## src/rtl/bus_initiator_if.sv

```systemverilog
// Upstream command/result channel and peripheral valid/ready bus used by
// bus_initiator. The master modport is the initiator's view; the slave
// modport is the view of whatever surrounds it (command source + responder).
`timescale 1ns/1ps
interface bus_initiator_if;
  // Upstream command channel
  logic        cmd_valid_i;
  logic        cmd_ready_o;
  logic [31:0] cmd_addr_i;
  logic [31:0] cmd_data_i;
  logic [3:0]  cmd_sel_i;
  logic        cmd_we_i;
  // Upstream result channel
  logic        res_valid_o;
  logic        res_ready_i;
  logic [31:0] res_data_o;
  logic        res_err_o;
  // Peripheral bus
  logic [31:0] addr_o;
  logic [31:0] data_o;
  logic [3:0]  sel_o;
  logic        we_o;
  logic [31:0] data_i;
  logic        req_valid_o;
  logic        req_ready_i;
  logic        rsp_valid_i;
  logic        rsp_ready_o;

  modport master (
    input  cmd_valid_i, cmd_addr_i, cmd_data_i, cmd_sel_i, cmd_we_i,
    output cmd_ready_o,
    output res_valid_o, res_data_o, res_err_o,
    input  res_ready_i,
    output addr_o, data_o, sel_o, we_o, req_valid_o, rsp_ready_o,
    input  data_i, req_ready_i, rsp_valid_i
  );

  modport slave (
    output cmd_valid_i, cmd_addr_i, cmd_data_i, cmd_sel_i, cmd_we_i,
    input  cmd_ready_o,
    input  res_valid_o, res_data_o, res_err_o,
    output res_ready_i,
    input  addr_o, data_o, sel_o, we_o, req_valid_o, rsp_ready_o,
    output data_i, req_ready_i, rsp_valid_i
  );
endinterface

```

## src/rtl/bus_initiator.sv

```systemverilog
// Single-outstanding bus master: takes one command from upstream, issues it
// on the peripheral valid/ready bus, waits for the response and returns the
// read data upstream.
// Optional transaction timeout: define BUS_INITIATOR_TIMEOUT_EN to compile in
// a 16-bit REQ+RSP cycle counter that aborts with res_err_o=1 after
// TIMEOUT_CYCLES cycles. Without it the initiator waits indefinitely.
`timescale 1ns/1ps
module bus_initiator #(
  parameter int unsigned TIMEOUT_CYCLES = 256
) (
  input  logic            clk,
  input  logic            rst_n,
  bus_initiator_if.master bus
);

  if (TIMEOUT_CYCLES < 1 || TIMEOUT_CYCLES > 65535) begin : g_bad_timeout
    $error("bus_initiator: TIMEOUT_CYCLES must be 1..65535");
  end

  typedef enum logic [1:0] {IDLE, REQ, RSP, DONE} state_t;

  state_t      state_q, state_d;
  logic        cmd_ready_q, req_valid_q, res_valid_q, rsp_ready_q;
  logic [31:0] addr_q, wdata_q, res_data_q;
  logic [3:0]  sel_q;
  logic        we_q, res_err_q;

  logic accept;      // command handshake this cycle
  logic capture;     // response completes the transaction this cycle
  logic abort;       // timeout expires with no completing response
  logic timeout_hit;

`ifdef BUS_INITIATOR_TIMEOUT_EN
  localparam logic [15:0] TMO_LAST = 16'(TIMEOUT_CYCLES - 1);
  logic [15:0] tmo_cnt_q;

  assign timeout_hit = (tmo_cnt_q == TMO_LAST);

  // Cycle counter: cleared on entry to REQ, counts every REQ/RSP cycle
  always_ff @(posedge clk or negedge rst_n) begin
    if (!rst_n) begin
      tmo_cnt_q <= 16'd0;
    end else if (accept) begin
      tmo_cnt_q <= 16'd0;
    end else if (state_q == REQ || state_q == RSP) begin
      tmo_cnt_q <= tmo_cnt_q + 16'd1;
    end
  end
`else
  assign timeout_hit = 1'b0;
`endif

  // Next-state decode; a completing response takes priority over expiry
  always_comb begin
    state_d = state_q;
    accept  = 1'b0;
    capture = 1'b0;
    abort   = 1'b0;
    unique case (state_q)
      IDLE: begin
        if (bus.cmd_valid_i && cmd_ready_q) begin
          accept  = 1'b1;
          state_d = REQ;
        end
      end
      REQ: begin
        if (bus.req_ready_i && bus.rsp_valid_i) begin
          capture = 1'b1;
          state_d = DONE;
        end else if (timeout_hit) begin
          abort   = 1'b1;
          state_d = DONE;
        end else if (bus.req_ready_i) begin
          state_d = RSP;
        end
      end
      RSP: begin
        if (bus.rsp_valid_i) begin
          capture = 1'b1;
          state_d = DONE;
        end else if (timeout_hit) begin
          abort   = 1'b1;
          state_d = DONE;
        end
      end
      DONE: begin
        if (bus.res_ready_i) begin
          state_d = IDLE;
        end
      end
      default: state_d = IDLE;
    endcase
  end

  // State and registered handshake outputs, all decoded from the next state
  always_ff @(posedge clk or negedge rst_n) begin
    if (!rst_n) begin
      state_q     <= IDLE;
      cmd_ready_q <= 1'b0;
      req_valid_q <= 1'b0;
      res_valid_q <= 1'b0;
      rsp_ready_q <= 1'b0;
    end else begin
      state_q     <= state_d;
      cmd_ready_q <= (state_d == IDLE);
      req_valid_q <= (state_d == REQ);
      res_valid_q <= (state_d == DONE);
      rsp_ready_q <= 1'b1;
    end
  end

  // Bus request fields: loaded on command accept, held until the next one
  always_ff @(posedge clk or negedge rst_n) begin
    if (!rst_n) begin
      addr_q  <= 32'h0;
      wdata_q <= 32'h0;
      sel_q   <= 4'h0;
      we_q    <= 1'b0;
    end else if (accept) begin
      addr_q  <= bus.cmd_addr_i;
      wdata_q <= bus.cmd_data_i;
      sel_q   <= bus.cmd_sel_i;
      we_q    <= bus.cmd_we_i;
    end
  end

  // Result capture; stray responses outside REQ/RSP never reach here
  always_ff @(posedge clk or negedge rst_n) begin
    if (!rst_n) begin
      res_data_q <= 32'h0;
      res_err_q  <= 1'b0;
    end else if (capture) begin
      res_data_q <= we_q ? 32'h0 : bus.data_i;
      res_err_q  <= 1'b0;
    end else if (abort) begin
      res_data_q <= 32'h0;
      res_err_q  <= 1'b1;
    end
  end

  assign bus.cmd_ready_o = cmd_ready_q;
  assign bus.req_valid_o = req_valid_q;
  assign bus.res_valid_o = res_valid_q;
  assign bus.rsp_ready_o = rsp_ready_q;
  assign bus.addr_o      = addr_q;
  assign bus.data_o      = wdata_q;
  assign bus.sel_o       = sel_q;
  assign bus.we_o        = we_q;
  assign bus.res_data_o  = res_data_q;
  assign bus.res_err_o   = res_err_q;

endmodule

```

## src/flat_wrapper.sv

```systemverilog
// flat-port wrapper written by rule: the top's interface ports become plain ports
module bus_initiator_flat 
#(
  parameter int unsigned TIMEOUT_CYCLES = 256
)
  (clk, rst_n, bus_cmd_valid_i, bus_cmd_addr_i, bus_cmd_data_i, bus_cmd_sel_i, bus_cmd_we_i, bus_cmd_ready_o, bus_res_valid_o, bus_res_data_o, bus_res_err_o, bus_res_ready_i, bus_addr_o, bus_data_o, bus_sel_o, bus_we_o, bus_req_valid_o, bus_rsp_ready_o, bus_data_i, bus_req_ready_i, bus_rsp_valid_i);
  bus_initiator_if bus_i ();
  input  logic clk;
  input  logic rst_n;
  input wire logic [$bits(bus_i.cmd_valid_i)-1:0] bus_cmd_valid_i;
  input wire logic [$bits(bus_i.cmd_addr_i)-1:0] bus_cmd_addr_i;
  input wire logic [$bits(bus_i.cmd_data_i)-1:0] bus_cmd_data_i;
  input wire logic [$bits(bus_i.cmd_sel_i)-1:0] bus_cmd_sel_i;
  input wire logic [$bits(bus_i.cmd_we_i)-1:0] bus_cmd_we_i;
  output wire logic [$bits(bus_i.cmd_ready_o)-1:0] bus_cmd_ready_o;
  output wire logic [$bits(bus_i.res_valid_o)-1:0] bus_res_valid_o;
  output wire logic [$bits(bus_i.res_data_o)-1:0] bus_res_data_o;
  output wire logic [$bits(bus_i.res_err_o)-1:0] bus_res_err_o;
  input wire logic [$bits(bus_i.res_ready_i)-1:0] bus_res_ready_i;
  output wire logic [$bits(bus_i.addr_o)-1:0] bus_addr_o;
  output wire logic [$bits(bus_i.data_o)-1:0] bus_data_o;
  output wire logic [$bits(bus_i.sel_o)-1:0] bus_sel_o;
  output wire logic [$bits(bus_i.we_o)-1:0] bus_we_o;
  output wire logic [$bits(bus_i.req_valid_o)-1:0] bus_req_valid_o;
  output wire logic [$bits(bus_i.rsp_ready_o)-1:0] bus_rsp_ready_o;
  input wire logic [$bits(bus_i.data_i)-1:0] bus_data_i;
  input wire logic [$bits(bus_i.req_ready_i)-1:0] bus_req_ready_i;
  input wire logic [$bits(bus_i.rsp_valid_i)-1:0] bus_rsp_valid_i;
  assign bus_i.cmd_valid_i = bus_cmd_valid_i;
  assign bus_i.cmd_addr_i = bus_cmd_addr_i;
  assign bus_i.cmd_data_i = bus_cmd_data_i;
  assign bus_i.cmd_sel_i = bus_cmd_sel_i;
  assign bus_i.cmd_we_i = bus_cmd_we_i;
  assign bus_cmd_ready_o = bus_i.cmd_ready_o;
  assign bus_res_valid_o = bus_i.res_valid_o;
  assign bus_res_data_o = bus_i.res_data_o;
  assign bus_res_err_o = bus_i.res_err_o;
  assign bus_i.res_ready_i = bus_res_ready_i;
  assign bus_addr_o = bus_i.addr_o;
  assign bus_data_o = bus_i.data_o;
  assign bus_sel_o = bus_i.sel_o;
  assign bus_we_o = bus_i.we_o;
  assign bus_req_valid_o = bus_i.req_valid_o;
  assign bus_rsp_ready_o = bus_i.rsp_ready_o;
  assign bus_i.data_i = bus_data_i;
  assign bus_i.req_ready_i = bus_req_ready_i;
  assign bus_i.rsp_valid_i = bus_rsp_valid_i;
  bus_initiator #(.TIMEOUT_CYCLES(TIMEOUT_CYCLES)) u_core (.clk(clk), .rst_n(rst_n), .bus(bus_i));
endmodule
```

## config.mk

```make
export PLATFORM = sky130hd
export DESIGN_NAME = bus_initiator_flat
export DESIGN_NICKNAME = d
export VERILOG_FILES = /design/src/rtl/bus_initiator_if.sv /design/src/rtl/bus_initiator.sv /design/src/flat_wrapper.sv
export SDC_FILE = /design/constraint.sdc
export NUM_CORES = 1
export LEC_CHECK = 0
export CAP_MARGIN = 20
export CORE_MARGIN = 8
export CORE_UTILIZATION = 36
export DETAILED_ROUTE_END_ITERATION = 10
export GPL_TIMING_DRIVEN = 0
export PLACE_DENSITY_LB_ADDON = 0.1
export SLEW_MARGIN = 20
export SYNTH_ARGS = -nofsm -noshare
export SYNTH_HDL_FRONTEND = slang
export SYNTH_SLANG_ARGS = --single-unit
```

## constraint.sdc

```tcl
create_clock -name clk -period 1.4 [get_ports clk]
set_input_delay 0.28 -clock clk [delete_from_list [all_inputs] [get_ports clk]]
set_output_delay 0.28 -clock clk [all_outputs]
set_load 0.01 [all_outputs]
```

# After elaboration in Yosys (flattened, before gate mapping)
# Index checks and enable logic that the tools add are counted.
# classes
n_eq_ne	5
muxes	14
n_reduce_logical	4
# ops
cell	n
32-bit two-way mux	2
2-bit two-way mux	5
2-bit one-hot mux with 4 select lines	1
2-bit equality test (second input constant)	3
1-bit two-way mux	5
2-bit by 1-bit equality test with 1-bit output (second input constant)	2
2-bit zero test	2
1-bit logical AND	2
1-bit one-hot mux with 2 select lines	1
# word_totals
register_bits	108
wordCells	34

# Depth between registers and ports, before layout
# depth
word_depth	4
ltp_mapped	8

# Worst setup path before layout
# Ideal clock, no wire load.
# synth_timing
kind	register to register
startpoint	register u_core.state_q[1]
endpoint	register u_core.res_data_q[21] (netlist: u_core.bus.res_data_o[21])
setup_time_ns	0.117
t_arrival_ns	1.385
t_required_ns	1.283
slack_ns	-0.102
stages_incl_launch_ff	9
path_buffers	2
period_less_slack_ns	1.502
cell_sequence	dfrtp_1 > inv_1 > ha_1 > a21oi_1 > or2_1 > buf_2 > buf_2 > nand2_1 > nand2_1
# synth_between
elab_chain_cells	2
# synth_rtl
element	line_no	rtl
start, declared	bus_initiator.sv:22	state_t state_q, state_d;
start signal, assigned	bus_initiator.sv:104	state_q <= state_d;
2-bit equality test or 2-bit by 1-bit equality test with 1-bit output (tied branches)	bus_initiator.sv:59	unique case (state_q)
1-bit one-hot mux with 2 select lines (*)	bus_initiator.sv:59	
end signal, assigned	bus_initiator.sv:133	res_data_q <= we_q ? 32'h0 : bus.data_i;
end, declared	bus_initiator.sv:24	logic [31:0] addr_q, wdata_q, res_data_q;
# Every way passes the cells marked *; elsewhere a longest branch is shown, timed or not.
# A chain may end at the register's enable or synchronous reset.

# Worst setup path after layout
# layout_timing
startpoint	register u_core.state_q[1]
endpoint	register u_core.wdata_q[9] (netlist: u_core.bus.data_o[9])
# layout_between
elab_chain_cells	2
# layout_rtl
element	line_no	rtl
2-bit zero test	bus_initiator.sv:59	
1-bit two-way mux	bus_initiator.sv:59	
end signal, assigned	bus_initiator.sv:121	wdata_q <= bus.cmd_data_i;
end, declared	bus_initiator.sv:24	
# Every way passes these cells.

==> run summary <==
The flow ran to the end, but the final reports show violations. The final reports fail on negative setup slack. The number of library cell types mapped by synthesis is 23, and the iteration count of the initial detailed-routing pass is 4.

Cells with a size suffix above 1 make up 32.0% of the layout. The number of nets in the layout was 687. Die span in y: 125 µm.

Static timing analysis puts the maximum clock frequency at 652 MHz. The number of pins with negative max-slew slack in the final report was 0. CTS placed an instance of sky130_fd_sc_hd__clkbuf_16 at the clock tree root. After clock tree synthesis, the clock-pin slew on the worst setup and hold paths is 0.06 ns. Global routing consumed, over all layers together, 16.4% of the routing resources. The via count of the first global-routing pass is 3,640, and the first-pass GRT wire length is 20.3 mm. In this run, placement finished with an instance count of 683. After detailed routing, the number of remaining DRC violations is 0.

The detail route stage leaves a number of antenna-violating nets equal to 0. The tightest hold path in the finished design has a slack of 0.413 ns. The tools report the kind of end point of the critical path as a flip-flop.

The top cell type by area accounts for 62.4% of the synthesized area. Average size of a mapped cell: 13.2 µm². Endpoint of the worst register-to-register path: u_core.bus.data_o[9]$_DFFE_PN0P_.

Along the worst path, the maximum fanout reaches 10. The run gives 9.20 mm as the detailed placement HPWL. Before CTS, the worst setup slack after placement is -0.372 ns.

Leaving out filler cells and counting taps, the final layout contains 722. The total number of placement rows was 40; the number of warning messages in the yosys log was 0. The number of antenna violations at the first check in global routing is 0. The routed layout has 3,333 vias. For the worst supply voltage drop on vdd, the log shows 1.10 mV. In the routed layout, each cell is associated on average with a via count of 4.62. Setup slack on the worst reg-to-reg path comes out at -0.13 ns.

The floorplan step defined a die boundary enclosing 15,700 µm². The layout overhead on the synthesized area is 73.6%. The final critical delay including setup and external delays came out at 1.53 ns.

For this design the ratio of total power to cell area is 2120 nW/µm². The run gives 0 as the number of max-capacitance violations reported. Summed over all layers, the routed wires come to 12.6 mm. The run gives 0 as the count of final hold-check violations. The initial utilization of the core area, before any placement, comes to 36.3%.

The tightest min-delay check is of the input pin to asynchronous set/reset pin type. The run gives -0.133 ns as the post-route worst setup slack. The cell count after synthesis came out at 324. Summing all placed instances gives a cell area of 6680 µm². Setup repair after global routing could not meet its margin everywhere. CTS built an H-tree with a depth of 3. The floorplan step set the die width to 125 µm. The synthesized design contains 107 register bits. The type of origin of the critical path is a flip-flop.

The largest clock skew in the final design is 0.00407 ns, and the I/O pin count is 213. The run gives 4290 µm² as the cell area after technology mapping. The library cell with the largest summed area after synthesis was sky130_fd_sc_hd__dfrtp_1.

After synthesis, flip-flops and latches occupy 62.4% of the total area. For the global route total overflow, the log shows 0. The startpoint identified for the worst register-to-register timing path is u_core.state_q[1]$_DFF_PN0_.

Number of nets produced by synthesis: 437. TritonCTS built the clock tree. The region available for standard cell placement spans 11,800 µm². Maximum number of pins on one net before global-route repair: 71. The average detailed-routed wire length per instance was 17.5 µm; the maximum count of clock buffers along a single path was 2. The count of buffers added on input and output ports is 211. By area the synthesized netlist is led by sky130_fd_sc_hd__dfrtp_1 62%, sky130_fd_sc_hd__mux2_2 15%, sky130_fd_sc_hd__nand2_1 6.0%.

In this run the static leakage power is 3.55 nW. The type of the worst setup path was flip-flop to flip-flop. Setup violations remaining at the end of the flow were counted as 102. The worst register-to-register path has a depth of 6. STA puts the critical path data required time at 1.63 ns.

For the total negative setup slack, the log shows -9.58 ns. Clock tree synthesis inserted a total of 9 buffers. The congestion estimate from routability-driven global placement came to 0.757.

After the first detailed-routing iteration, the DRC count stood at 197. The clock reaches the later pin of the worst-skew pair after 0.34 ns. For the post-route cell area, the log shows 7440 µm².

Counting the fill cells in the layout gives 967. The run gives 107 as the number of clock sinks. At the worst endpoint, the arrival time is 1.76 ns.

The final critical path takes up 110% of the cycle. Number of antenna cells inserted: 0.
==> cells in the final DEF, fill, tap and decap left out, types with 2 or more instances in the layout <==
cell type and count:
sky130_fd_sc_hd__nand2_2 32, sky130_fd_sc_hd__inv_1 2, sky130_fd_sc_hd__mux2_2 56, sky130_fd_sc_hd__clkdlybuf4s50_1 105
sky130_fd_sc_hd__dfrtp_1 104, sky130_fd_sc_hd__ha_1 2, sky130_fd_sc_hd__dlygate4sd2_1 103, sky130_fd_sc_hd__dfrtp_2 3
sky130_fd_sc_hd__clkdlybuf4s15_1 2, sky130_fd_sc_hd__inv_2 2, sky130_fd_sc_hd__clkbuf_16 11, sky130_fd_sc_hd__nor2_1 2
sky130_fd_sc_hd__buf_8 7, sky130_fd_sc_hd__clkbuf_4 3, sky130_fd_sc_hd__nand3b_1 32, sky130_fd_sc_hd__mux2_4 13
sky130_fd_sc_hd__nor2_2 3, sky130_fd_sc_hd__buf_12 2, sky130_fd_sc_hd__buf_16 5, sky130_fd_sc_hd__nand2_4 10
sky130_fd_sc_hd__ha_4 4, sky130_fd_sc_hd__buf_4 15, sky130_fd_sc_hd__clkbuf_1 5, sky130_fd_sc_hd__buf_6 9
sky130_fd_sc_hd__nand2_1 26, sky130_fd_sc_hd__conb_1 2
==> sequential cells by signal (all words and copies together), names as in the netlist <==
register,cells
u_core.state_q,2
u_core.bus.res_data_o,32
u_core.bus.res_valid_o,1
u_core.bus.cmd_ready_o,1
u_core.bus.we_o,1
u_core.bus.addr_o,32
u_core.bus.req_valid_o,1
u_core.bus.data_o,32
u_core.bus.rsp_ready_o,1
u_core.bus.sel_o,4
==> synth_stat cells <==
| library cell | count |
|---|---|
| sky130_fd_sc_hd__a21oi_1 | 3 |
| sky130_fd_sc_hd__buf_2 | 12 |
| sky130_fd_sc_hd__inv_1 | 5 |
| sky130_fd_sc_hd__mux2_4 | 10 |
| sky130_fd_sc_hd__and2_1 | 1 |
| sky130_fd_sc_hd__nor2_1 | 5 |
| sky130_fd_sc_hd__nand2b_1 | 1 |
| sky130_fd_sc_hd__ha_1 | 6 |
| sky130_fd_sc_hd__buf_6 | 2 |
| sky130_fd_sc_hd__clkbuf_1 | 3 |
| sky130_fd_sc_hd__or2_1 | 1 |
| sky130_fd_sc_hd__a21boi_0 | 1 |
| sky130_fd_sc_hd__nand3_1 | 1 |
| sky130_fd_sc_hd__o2bb2ai_1 | 1 |
| sky130_fd_sc_hd__conb_1 | 2 |
| sky130_fd_sc_hd__nand3_2 | 1 |
| sky130_fd_sc_hd__dfrtp_1 | 107 |
| sky130_fd_sc_hd__o311ai_0 | 1 |
| sky130_fd_sc_hd__nand3b_1 | 32 |
| sky130_fd_sc_hd__nand2_1 | 68 |
| sky130_fd_sc_hd__buf_4 | 1 |
| sky130_fd_sc_hd__o21ai_0 | 1 |
| sky130_fd_sc_hd__mux2_2 | 59 |
==> metrics by stage <==
| step | util (%) | total power, W |
|---|---|---|
| 4_1_cts | 61.2 | 0.0154 |
| 3_3_place_gp | 56.3 | 0.0130 |
| 2_1_floorplan | - | 0.00897 |
| 5_1_grt | 63.0 | 0.0168 |
| 6_report | 63.0 | 0.0157 |
| 3_5_place_dp | 56.5 | 0.0132 |
==> area by class of cell <==
| type | count | area, µm² | share of cell area, % |
|---|---|---|---|
| Clock buffer | 11 | 233 | 3.13 |
| Sequential cell | 107 | 2680 | 36.0 |
| Buffer | 15 | 168 | 2.25 |
| Clock inverter | 1 | 5.00 | 0.0672 |
| Multi-Input combinational cell | 194 | 1760 | 23.6 |
| Timing Repair Buffer | 242 | 2400 | 32.2 |
| Inverter | 5 | 21.3 | 0.286 |
| Tap cell | 147 | 184 | 2.47 |
==> power by group <==
part / internal [W] / total [W] / leakage, nW / switching, W
Clock: 0.00116 / 0.00217 / 0.117 / 0.00101
Sequential: 0.00464 / 0.00549 / 1.30 / 0.000847
Combinational: 0.00465 / 0.00808 / 2.13 / 0.00344
==> routing by layer <==
layer | GRT usage (%) | vias up | part of all wire, %
li1 | - | 1575 | -
met3 | 7.35 | 9 | 8.2
met1 | 20.0 | 1613 | 43
met5 | 0 | - | 0
met2 | 26.1 | 136 | 48
met4 | 3.65 | 0 | 0.65
==> repair_timing <==
item | in CTS | in global routing
endpoints found under the setup margin | 211 | 108
hold endpoints to repair | 37 | 0
hold buffers | 1 | 0
resized for setup | 173 | 48
buffers inserted | 15 | 7
gates cloned | 5 | 2
pin swaps | 27 | 13
==> critical path: stages (launching register included) <==
cell                      delay, ns
sky130_fd_sc_hd__dfrtp_2       0.43
sky130_fd_sc_hd__inv_4         0.10
sky130_fd_sc_hd__ha_4          0.14
sky130_fd_sc_hd__nand3_4       0.13
sky130_fd_sc_hd__buf_8         0.17
sky130_fd_sc_hd__buf_12        0.14
sky130_fd_sc_hd__mux2_4        0.30
==> logic make-up after synthesis <==
group                    synth area share (%)
buffers and inverters                    2.80
adder cells (fa/ha/maj)                  1.75
other                                   0.175
multiplexers                             19.0
AO/OA/AOI/OAI                            1.05
flip-flops                               62.4
AND/OR/NAND/NOR                          12.8
==> worst max path at each step <==
stage / cells past startpoint / endpoint / slack, ns / from
after floorplan: 6 / u_core.bus.data_o[10]$_DFFE_PN0P_ / -0.06 / u_core.state_q[0]$_DFF_PN0_
after global placement: 1 / u_core.bus.data_o[26]$_DFFE_PN0P_ / -4.10 / rst_n
after detailed placement: 5 / u_core.bus.data_o[7]$_DFFE_PN0P_ / -0.37 / bus_cmd_valid_i
after CTS: 6 / u_core.bus.data_o[9]$_DFFE_PN0P_ / -0.16 / u_core.state_q[1]$_DFF_PN0_
after global routing: 6 / u_core.bus.addr_o[23]$_DFFE_PN0P_ / -0.20 / u_core.state_q[0]$_DFF_PN0_
final: 6 / u_core.bus.data_o[9]$_DFFE_PN0P_ / -0.13 / u_core.state_q[1]$_DFF_PN0_
Power figures use the tool's default switching activity.
